<file path="src/rtl/vmem_pkg.sv">
// Shared constants, state encoding and command payload for the video-memory fill scheduler.
package vmem_pkg;

  localparam int unsigned SCR_W      = 34;
  localparam int unsigned SCR_H      = 33;
  localparam int unsigned VMEM_DEPTH = 1122;
  localparam int unsigned VMEM_AW    = 11;
  localparam int unsigned COLOR_W    = 3;
  localparam int unsigned CMD_CW     = 6;

  typedef enum logic [1:0] {
    IDLE  = 2'd0,
    GRANT = 2'd1,
    FILL  = 2'd2,
    FIN   = 2'd3
  } fill_state_e;

  typedef struct packed {
    logic [CMD_CW-1:0]  x;
    logic [CMD_CW-1:0]  y;
    logic [CMD_CW-1:0]  w;
    logic [CMD_CW-1:0]  h;
    logic [COLOR_W-1:0] color;
  } fill_cmd_t;

  // Constant multiply by shift-and-add; k is an elaboration-time constant.
  function automatic logic [VMEM_AW-1:0] mul_const(input logic [CMD_CW-1:0] v,
                                                   input logic [31:0] k);
    logic [VMEM_AW-1:0] acc;
    acc = '0;
    for (int i = 0; i < int'(VMEM_AW); i++) begin
      if (k[i]) acc = acc + (VMEM_AW'(v) << i);
    end
    return acc;
  endfunction

endpackage

</file>
<file path="src/rtl/vmem_fill_sched_rr_pick.sv">
// Combinational round-robin selector: first pending index at or after ptr, wrapping.
module rr_pick #(
  parameter int unsigned NREQ = 2,
  localparam int unsigned PW = (NREQ > 1) ? $clog2(NREQ) : 1
) (
  input  logic [NREQ-1:0] pending_i,
  input  logic [PW-1:0]   ptr_i,
  output logic [NREQ-1:0] grant_o_c,
  output logic [PW-1:0]   idx_o_c,
  output logic            valid_o_c
);

  // Scan requesters starting from the pointer and take the first pending one.
  always_comb begin
    logic [PW-1:0] j;
    grant_o_c = '0;
    idx_o_c   = '0;
    valid_o_c = 1'b0;
    j         = '0;
    for (int i = 0; i < int'(NREQ); i++) begin
      j = PW'((32'(ptr_i) + 32'(i)) % NREQ);
      if (!valid_o_c && pending_i[j]) begin
        valid_o_c    = 1'b1;
        idx_o_c      = j;
        grant_o_c[j] = 1'b1;
      end
    end
  end

endmodule

</file>
<file path="src/rtl/vmem_fill_sched.sv">
// Round-robin rectangle-fill scheduler sharing one video-RAM write port among requesters.
module vmem_fill_sched
  import vmem_pkg::*;
#(
  parameter int unsigned NREQ   = 2,
  parameter int unsigned WIDTH  = SCR_W,
  parameter int unsigned HEIGHT = SCR_H,
  parameter int unsigned CW     = CMD_CW,
  parameter int unsigned AW     = VMEM_AW
) (
  input  logic                    Clck,
  input  logic                    Resetn,
  input  logic [NREQ-1:0]         start,
  input  logic [NREQ*CW-1:0]      cmd_x,
  input  logic [NREQ*CW-1:0]      cmd_y,
  input  logic [NREQ*CW-1:0]      cmd_w,
  input  logic [NREQ*CW-1:0]      cmd_h,
  input  logic [NREQ*COLOR_W-1:0] cmd_color,
  output logic [NREQ-1:0]         busy,
  output logic [NREQ-1:0]         done,
  output logic [AW-1:0]           mem_address,
  output logic [COLOR_W-1:0]      mem_data,
  output logic                    mem_wren
);

  localparam int unsigned PW = (NREQ > 1) ? $clog2(NREQ) : 1;
  localparam int unsigned XW = CW + 1;

  fill_state_e        state_q, state_d;
  fill_cmd_t          slot_q [NREQ];
  fill_cmd_t          sel_c;
  logic [NREQ-1:0]    pending_q, pending_d, accept_c;
  logic [NREQ-1:0]    gmask_q, gmask_d, done_q, done_d;
  logic [PW-1:0]      ptr_q, ptr_d, g_q, g_d;
  logic [CW-1:0]      cx_q, cx_d, cy_q, cy_d, x0_q, x0_d, xe_q, xe_d, ye_q, ye_d;
  logic [CW-1:0]      xe_c, ye_c;
  logic [XW-1:0]      xend_c, yend_c;
  logic               empty_c;
  logic [COLOR_W-1:0] col_q, col_d, data_q, data_d;
  logic [AW-1:0]      rowbase_q, rowbase_d, addr_q, addr_d;
  logic               wren_q, wren_d;
  logic [NREQ-1:0]    pick_grant_c;
  logic [PW-1:0]      pick_idx_c;
  logic               pick_valid_c;

  rr_pick #(.NREQ(NREQ)) u_pick (
    .pending_i (pending_q),
    .ptr_i     (ptr_q),
    .grant_o_c (pick_grant_c),
    .idx_o_c   (pick_idx_c),
    .valid_o_c (pick_valid_c)
  );

  // A start is only taken while that requester has nothing outstanding.
  assign accept_c = start & ~pending_q;

  // Clip the selected command to the screen and flag commands with nothing to draw.
  always_comb begin
    sel_c   = slot_q[pick_idx_c];
    xend_c  = XW'(sel_c.x) + XW'(sel_c.w) - XW'(1);
    yend_c  = XW'(sel_c.y) + XW'(sel_c.h) - XW'(1);
    xe_c    = (xend_c > XW'(WIDTH - 1))  ? CW'(WIDTH - 1)  : CW'(xend_c);
    ye_c    = (yend_c > XW'(HEIGHT - 1)) ? CW'(HEIGHT - 1) : CW'(yend_c);
    empty_c = (sel_c.w == '0) || (sel_c.h == '0) ||
              (32'(sel_c.x) >= WIDTH) || (32'(sel_c.y) >= HEIGHT);
  end

  // State register.
  always_ff @(posedge Clck or negedge Resetn) begin
    if (!Resetn) state_q <= IDLE;
    else         state_q <= state_d;
  end

  // Next-state logic.
  always_comb begin
    state_d = state_q;
    unique case (state_q)
      IDLE:    if (pick_valid_c) state_d = GRANT;
      GRANT:   state_d = empty_c ? FIN : FILL;
      FILL:    if ((cx_q >= xe_q) && (cy_q >= ye_q)) state_d = FIN;
      FIN:     state_d = ((pending_q & ~gmask_q) != '0) ? GRANT : IDLE;
      default: state_d = IDLE;
    endcase
  end

  // Datapath and output next values; memory outputs track the state being entered.
  always_comb begin
    pending_d = pending_q;
    ptr_d     = ptr_q;
    g_d       = g_q;
    gmask_d   = gmask_q;
    cx_d      = cx_q;
    cy_d      = cy_q;
    x0_d      = x0_q;
    xe_d      = xe_q;
    ye_d      = ye_q;
    col_d     = col_q;
    rowbase_d = rowbase_q;
    addr_d    = addr_q;
    data_d    = data_q;
    wren_d    = 1'b0;
    done_d    = '0;
    unique case (state_q)
      GRANT: begin
        g_d       = pick_idx_c;
        gmask_d   = pick_grant_c;
        x0_d      = CW'(sel_c.x);
        cx_d      = CW'(sel_c.x);
        cy_d      = CW'(sel_c.y);
        xe_d      = xe_c;
        ye_d      = ye_c;
        col_d     = sel_c.color;
        rowbase_d = AW'(mul_const(sel_c.y, WIDTH));
      end
      FILL: begin
        if (cx_q < xe_q) begin
          cx_d = cx_q + CW'(1);
        end else if (cy_q < ye_q) begin
          cx_d      = x0_q;
          cy_d      = cy_q + CW'(1);
          rowbase_d = rowbase_q + AW'(WIDTH);
        end
      end
      FIN: begin
        pending_d = pending_q & ~gmask_q;
        ptr_d     = (g_q == PW'(NREQ - 1)) ? '0 : g_q + PW'(1);
      end
      default: ;
    endcase
    pending_d = pending_d | accept_c;
    if (state_d == FILL) begin
      wren_d = 1'b1;
      addr_d = rowbase_d + AW'(cx_d);
      data_d = col_d;
    end
    if (state_d == FIN) done_d = gmask_d;
  end

  // Datapath, command slots and registered outputs.
  always_ff @(posedge Clck or negedge Resetn) begin
    if (!Resetn) begin
      pending_q <= '0;
      ptr_q     <= '0;
      g_q       <= '0;
      gmask_q   <= '0;
      cx_q      <= '0;
      cy_q      <= '0;
      x0_q      <= '0;
      xe_q      <= '0;
      ye_q      <= '0;
      col_q     <= '0;
      rowbase_q <= '0;
      addr_q    <= '0;
      data_q    <= '0;
      wren_q    <= 1'b0;
      done_q    <= '0;
      for (int k = 0; k < int'(NREQ); k++) slot_q[k] <= '0;
    end else begin
      pending_q <= pending_d;
      ptr_q     <= ptr_d;
      g_q       <= g_d;
      gmask_q   <= gmask_d;
      cx_q      <= cx_d;
      cy_q      <= cy_d;
      x0_q      <= x0_d;
      xe_q      <= xe_d;
      ye_q      <= ye_d;
      col_q     <= col_d;
      rowbase_q <= rowbase_d;
      addr_q    <= addr_d;
      data_q    <= data_d;
      wren_q    <= wren_d;
      done_q    <= done_d;
      for (int k = 0; k < int'(NREQ); k++) begin
        if (accept_c[k]) begin
          slot_q[k] <= '{x:     cmd_x[k*CW +: CW],
                         y:     cmd_y[k*CW +: CW],
                         w:     cmd_w[k*CW +: CW],
                         h:     cmd_h[k*CW +: CW],
                         color: cmd_color[k*COLOR_W +: COLOR_W]};
        end
      end
    end
  end

  assign busy        = pending_q;
  assign done        = done_q;
  assign mem_address = addr_q;
  assign mem_data    = data_q;
  assign mem_wren    = wren_q;

endmodule

</file>
<file path="config.mk">
export PLATFORM = sky130hd
export DESIGN_NAME = vmem_fill_sched
export DESIGN_NICKNAME = d
export VERILOG_FILES = /design/src/rtl/vmem_pkg.sv /design/src/rtl/vmem_fill_sched_rr_pick.sv /design/src/rtl/vmem_fill_sched.sv
export SDC_FILE = /design/constraint.sdc
export NUM_CORES = 1
export LEC_CHECK = 0
export BUFFER_PORTS_ARGS = -buffer_cell sky130_fd_sc_hd__buf_2
export CORE_MARGIN = 5
export CORE_UTILIZATION = 37
export DETAILED_ROUTE_END_ITERATION = 12
export SYNTH_ARGS = -nofsm -noshare
export SYNTH_HDL_FRONTEND = slang
export SYNTH_SLANG_ARGS = --single-unit
</file>
<file path="constraint.sdc">
create_clock -name Clck -period 4.5 [get_ports Clck]
set_input_delay 0.675 -clock Clck [delete_from_list [all_inputs] [get_ports Clck]]
set_output_delay 0.675 -clock Clck [all_outputs]
set_load 0.02 [all_outputs]
</file>
; ---- Word-level counts from Yosys, hierarchy flattened
; Cells that the tools add are included.
[word_totals]
regBits = 123
input_bits = 58
[op_classes]
add_sub_neg = 11
order_cmp = 13
n_eq_ne = 7
muxes = 40
bitwise_logic = 7
n_reduce_logical = 14
[op_table]
columns = cell, n
row1 = $mux W27, 3
row2 = $mux W6, 6
row3 = $mux W11, 3
row4 = $pmux W6 S2, 2
row5 = $pmux W11 S2, 1
row6 = $add A6 B6 Y7, 2
row7 = $gt A7 B6 Y1 const B, 2
row8 = $mux W1, 14
row9 = $mux W2, 7
row10 = $sub A7 B1 Y7 const B, 2
row11 = $add A6 B1 Y6 const B, 2
row12 = $ge A6 B6 Y1, 2
row13 = $ge A6 B6 Y1 const B, 2
row14 = $logic_not A6 Y1, 2
row15 = $lt A6 B6 Y1, 2
row16 = $add A11 B11 Y11, 1
row17 = $add A11 B6 Y11, 1
row18 = $add A11 B6 Y11 const B, 1
row19 = $eq A2 B2 Y1 const B, 4
row20 = $pmux W2 S4, 1
row21 = $and A2 B2 Y2, 2
row22 = $logic_and A1 B1 Y1, 4
row23 = $lt A1 B2 Y1 const B, 2
row24 = $ne A2 B2 Y1 const B, 2
row25 = other kinds (14), 22

; ---- Depth between registers and ports, before layout
[logic_depth]
depth_word = 18
depth_mapped = 19
ltp_nobuf = 19

; ---- Hierarchy
; From an unflattened synthesis, not the netlist that was laid out.
[hier_totals]
cells_unflattened = 662
hier_area_um2 = 7009.2
[modules_own_cells]
columns = module, n_inst, cells_each, area_per_inst_um2
row1 = vmem_fill_sched, 1, 657, 6976.7
row2 = rr_pick, 1, 5, 32.5

; ---- Least setup slack after synthesis
; OpenSTA, ideal clock, no wires.
[synth_path]
path_kind = register -> register
startpoint = register cx_q[5]
endpoint = register addr_q[10], in the netlist mem_address[10]
arrival_time_ns = 3.756
t_required_ns = 4.397
setup_slack_ns = 0.641
path_stages_with_launch = 17
path_buffers = 1
synth_period_minus_slack_ns = 3.859
path_cell_list = dfrtp_1 -> ha_1 -> nand4_1 -> o21bai_1 -> a211oi_2 -> clkbuf_1 -> o21ai_0 -> a22o_1 -> fa_1 -> a21o_1 -> a21oi_1 -> o21bai_1 -> a21oi_1 -> nor2_1 -> nand2_1 -> and4b_1 -> o41ai_2
[synth_via]
word_cells_on_any_way = 13
[synth_rtl]
columns = item, line
row1 = from (decl), vmem_fill_sched.sv:35  ; logic [CW-1:0] cx_q, cx_d, cy_q, cy_d, x0_q, x0_d, xe_q, xe_d, ye_q, ye_d;
row2 = from (signal assigned), vmem_fill_sched.sv:146  ; cx_q <= '0;
row3 = from (signal assigned), vmem_fill_sched.sv:163  ; cx_q <= cx_d;
row4 = $lt A6 B6 Y1, vmem_fill_sched.sv:116  ; if (cx_q < xe_q) begin
row5 = $mux W11, vmem_fill_sched.sv:116
row6 = $pmux W11 S2, vmem_fill_sched.sv:103  ; unique case (state_q)
row7 = named net rowbase_d[1], vmem_fill_sched.sv:40  ; logic [AW-1:0] rowbase_q, rowbase_d, addr_q, addr_d;
row8 = $add A11 B6 Y11, vmem_fill_sched.sv:133  ; addr_d = rowbase_d + AW'(cx_d);
row9 = to (signal assigned), vmem_fill_sched.sv:170  ; addr_q <= addr_d;
row10 = to (decl), vmem_fill_sched.sv:40
; The timed path passes the listed nets, and every way through them passes these cells.
; A chain may end at the register's enable or synchronous reset.

; ---- Final worst setup path
[layout_path]
startpoint = register cx_q[3]
endpoint = register addr_q[10], in the netlist mem_address[10]
; The elaborated chain is that of the path after synthesis.

==> results summary <==
The final-report hold violation count came out at 0. The worst-case headroom to the max-slew limit came out at roughly 35%. The clock skew came out at 0.0136 ns. In this run the clock root is driven by a clkbuf_16. Traced cell by cell, the critical path runs through ha_1 -> nand4_1 -> o21bai_1 -> a211oi_2 -> o21ai_0 -> a22o_1 -> fa_1 -> a21o_1 -> a21oi_1 -> o21bai_1 -> a21oi_1 -> nor2_1 -> nand2_1 -> and4b_1 -> o41ai_2. Broken down by cell family, the worst path's largest delay share belongs to compound AO/OA/AOI/OAI gates. The largest net degree at the start of global routing came out at 77. The number of buffers and inverters on the critical path is 0. The number of optimization iterations in the first detailed-route pass came out at 5. slightly below 80 I/O pins were placed. The timing-limited maximum frequency is between 200 and 250 MHz. Summing over every cut layer, the via total after detailed routing is between 5,000 and 6,000. In this run, post-CTS repair resized a total of 0 instances. The share of the synthesized area in the top cell type is between 40% and 50%. The number of nets with antenna violations after routing is 0. The total of buffers placed on input and output ports is 76. The startpoint identified for the worst register-to-register timing path is cx_q[3]. In the global route stage, overall resource usage came out at 16.3%. Wires add up to 17.3 mm.

Along the worst path, the maximum fanout reaches 6. The flow ran to the end, and the final reports show no timing, DRC or antenna violations. The die extent in y is about 150 um. The floorplan core area came out at roughly 0.019 sq mm.

The detailed router's first-iteration violation count came out at 370. The mean cell area of the mapped netlist is approximately 10 sq um. The residual DRC count is 0. The final sum of negative setup slack came out at 0 ns. Row generation in the floorplan step produced 50 rows. The commonest cells after synthesis are dfrtp_1 (123), mux2_2 (60), inv_1 (57), nand2_1 (52), ha_1 (49).

dfrtp_1 is the most common cell in the netlist. The number of buffers added by the clock tree synthesis step is 17. The post-CTS repair timing setup buffer count came out at 0. Setup violations remaining at the end of the flow were counted as 0. The clock insertion delay at the later pin of the skew report is about 0.42 ns. The area of the mapped netlist is ~0.0071 sq mm. The initial antenna violation count is 0. The TritonCTS clock tree is yes. The residual overflow from global routing is 0. Setup repair after global routing left no endpoint under its margin.

The clock period minus worst slack came out at between 4 and 5 ns. The number of buffers on the longest clock path came out at 2. The data required time of the worst path came out at just under 5 ns. The worst setup path is captured at a flip-flop. The synthesized netlist cell count is roughly 680. The register bit count reported by yosys is approximately 120.

Summed over all nets, the half-perimeter wirelength after detailed placement is approximately 13 mm. The max-capacitance violation count came out at 0. For the worst setup path, the data arrival time is ~4.5 ns. For this run, the slowest stage of the critical path takes between 0.5 and 0.6 ns. At the pin with the least slew margin, the transition time is 0.970 ns. Yosys attributes the largest share of cell area to dfrtp_1 (44%), mux2_2 (9.5%), ha_1 (8.7%). The H-tree level count is 4. Of the synthesized area, sequential elements account for a little over two fifths.

Of all cell types, the one taking the most synthesized area is dfrtp_1. The setup path with the least slack is of type reg2reg. The horizontal die dimension came out at 148 um. The via density per instance is around 5.3. The share of final-layout standard cells stronger than drive strength 1 is about a quarter. Counting flops with an async set or reset pin after synthesis yields a share of between 90% and 100%. In this run, distinct cell masters in the synthesized netlist total 61. The number of global-route vias before repair came out at ~5,400.

The ratio of final minimum period to clock period is roughly 93%. The first global-routing pass estimated between 20 and 30 mm of wire. Tracing the worst setup path back leads to its startpoint at cx_q[3].

The layout-stage area growth over the synthesis result is 18.1%. The worst hold path belongs to the class in2async. The floorplan step defined a die boundary enclosing 0.0220 sq mm. The number of hold buffers added after CTS was 0. For this run, the number of Yosys warnings is 0.

After clock tree synthesis, the clock-pin slew on the worst setup and hold paths is 0.06 ns. The number of diodes came out at 0. The initial core utilization is 37.7%. At the end of the flow, the number of nets in the layout was ~870. The worst setup path is launched from a flip-flop. The most used flip-flop cell after synthesis is dfrtp_1.

The number of pins with negative max-slew slack in the final report is 0. The average wire per cell in the routed design came out at roughly 17 um. For this design, the slowest cell found on the critical path is a211oi_2. The clock net in this run drives a total of around 120 sinks. Yosys mapped a number of flops with a built-in enable equal to 0. The net count of the mapped netlist came out at a little under 800.

The final RePlAce weighted congestion came out at approximately 0.83.
==> stage by stage <==
stage	utilization (%)	hold slack (ns)	area (sq um)	setup WS (ns)	std cells
floorplan	-	0.379	7080	0.641	678
global placement	41.3	0.428	7750	0.435	976
detailed placement	41.3	0.447	7750	0.343	976
CTS	44.5	0.447	8350	0.325	1008
global route	44.5	0.466	8350	0.0199	1008
finish	44.5	0.426	8350	0.325	1008
==> routing by layer <==
| layer | up-vias | wire, um | GRT usage [%] |
|---|---|---|---|
| li1 | 2617 | - | - |
| met1 | 2583 | 8410 | 23.1 |
| met2 | 155 | 7730 | 24.6 |
| met3 | 28 | 792 | 3.81 |
| met4 | 0 | 391 | 5.77 |
| met5 | - | 0 | 0 |
==> worst paths after layout <==
kind                            depth (start not counted)  slack, ns              end
worst max-delay path                                   15       0.32  mem_address[10]
worst min-delay path                                    1       0.43        slot_q[7]
worst max register to register                         15       0.32  mem_address[10]
worst min register to register                          1       0.45          busy[0]
max in group asynchronous                               2       3.27          cx_q[2]
min in group Clck                                       1       0.45          busy[0]
==> layout make-up <==
cell class                 count  area, sq um
fill                        1793        10400
multi-input combinational    472         3670
sequential                   123         3080
timing repair buffer          90          500
clock buffer                  19          433
tap                          234          293
inverter                      57          214
clock inverter                13          169
==> logic make-up after synthesis <==
| family | Yosys count | synth area share, % |
|---|---|---|
| flip-flops | 123 | 43.5 |
| multiplexers | 88 | 13.9 |
| buffers and inverters | 83 | 4.76 |
| AO/OA/AOI/OAI | 158 | 15.0 |
| AND/OR/NAND/NOR | 156 | 11.0 |
| XOR/XNOR | 17 | 2.10 |
| adder cells (fa/ha/maj) | 53 | 9.80 |
==> sequential cells by signal, indices dropped and copies added, names as in the netlist <==
signal,flops
slot_q,54
mem_address,11
rowbase_q,11
cx_q,6
cy_q,6
x0_q,6
xe_q,6
ye_q,6
col_q,3
mem_data,3
busy,2
done,2
gmask_q,2
state_q,2
g_q,1
mem_wren,1
ptr_q,1
==> layout by cell type (no fill, tap or decap), types with 3 or more instances in the layout <==
cell type,count
nor2b_1,3
o211ai_1,6
o31ai_1,4
buf_4,14
o21a_1,4
and2_1,3
mux2_2,60
nor3b_1,4
nand4_1,9
bufinv_16,3
o21bai_1,5
and3_1,9
dfrtp_1,123
clkbuf_16,17
o32ai_1,4
mux2i_1,23
buf_2,75
a21o_1,11
xor2_1,4
nor2_1,36
a41oi_1,3
a221o_1,4
mux2_4,5
clkinv_4,6
o21ai_0,27
a21oi_1,47
inv_1,57
o22ai_1,4
or4_1,9
a31oi_1,7
fa_1,4
nand3_1,14
nand2_1,51
nand2b_1,3
nor3_1,3
a22o_1,13
ha_1,49
xnor2_1,13
Power is not shown: default switching activity piles up to over one toggle a cycle in this logic, so the estimate is an artifact.
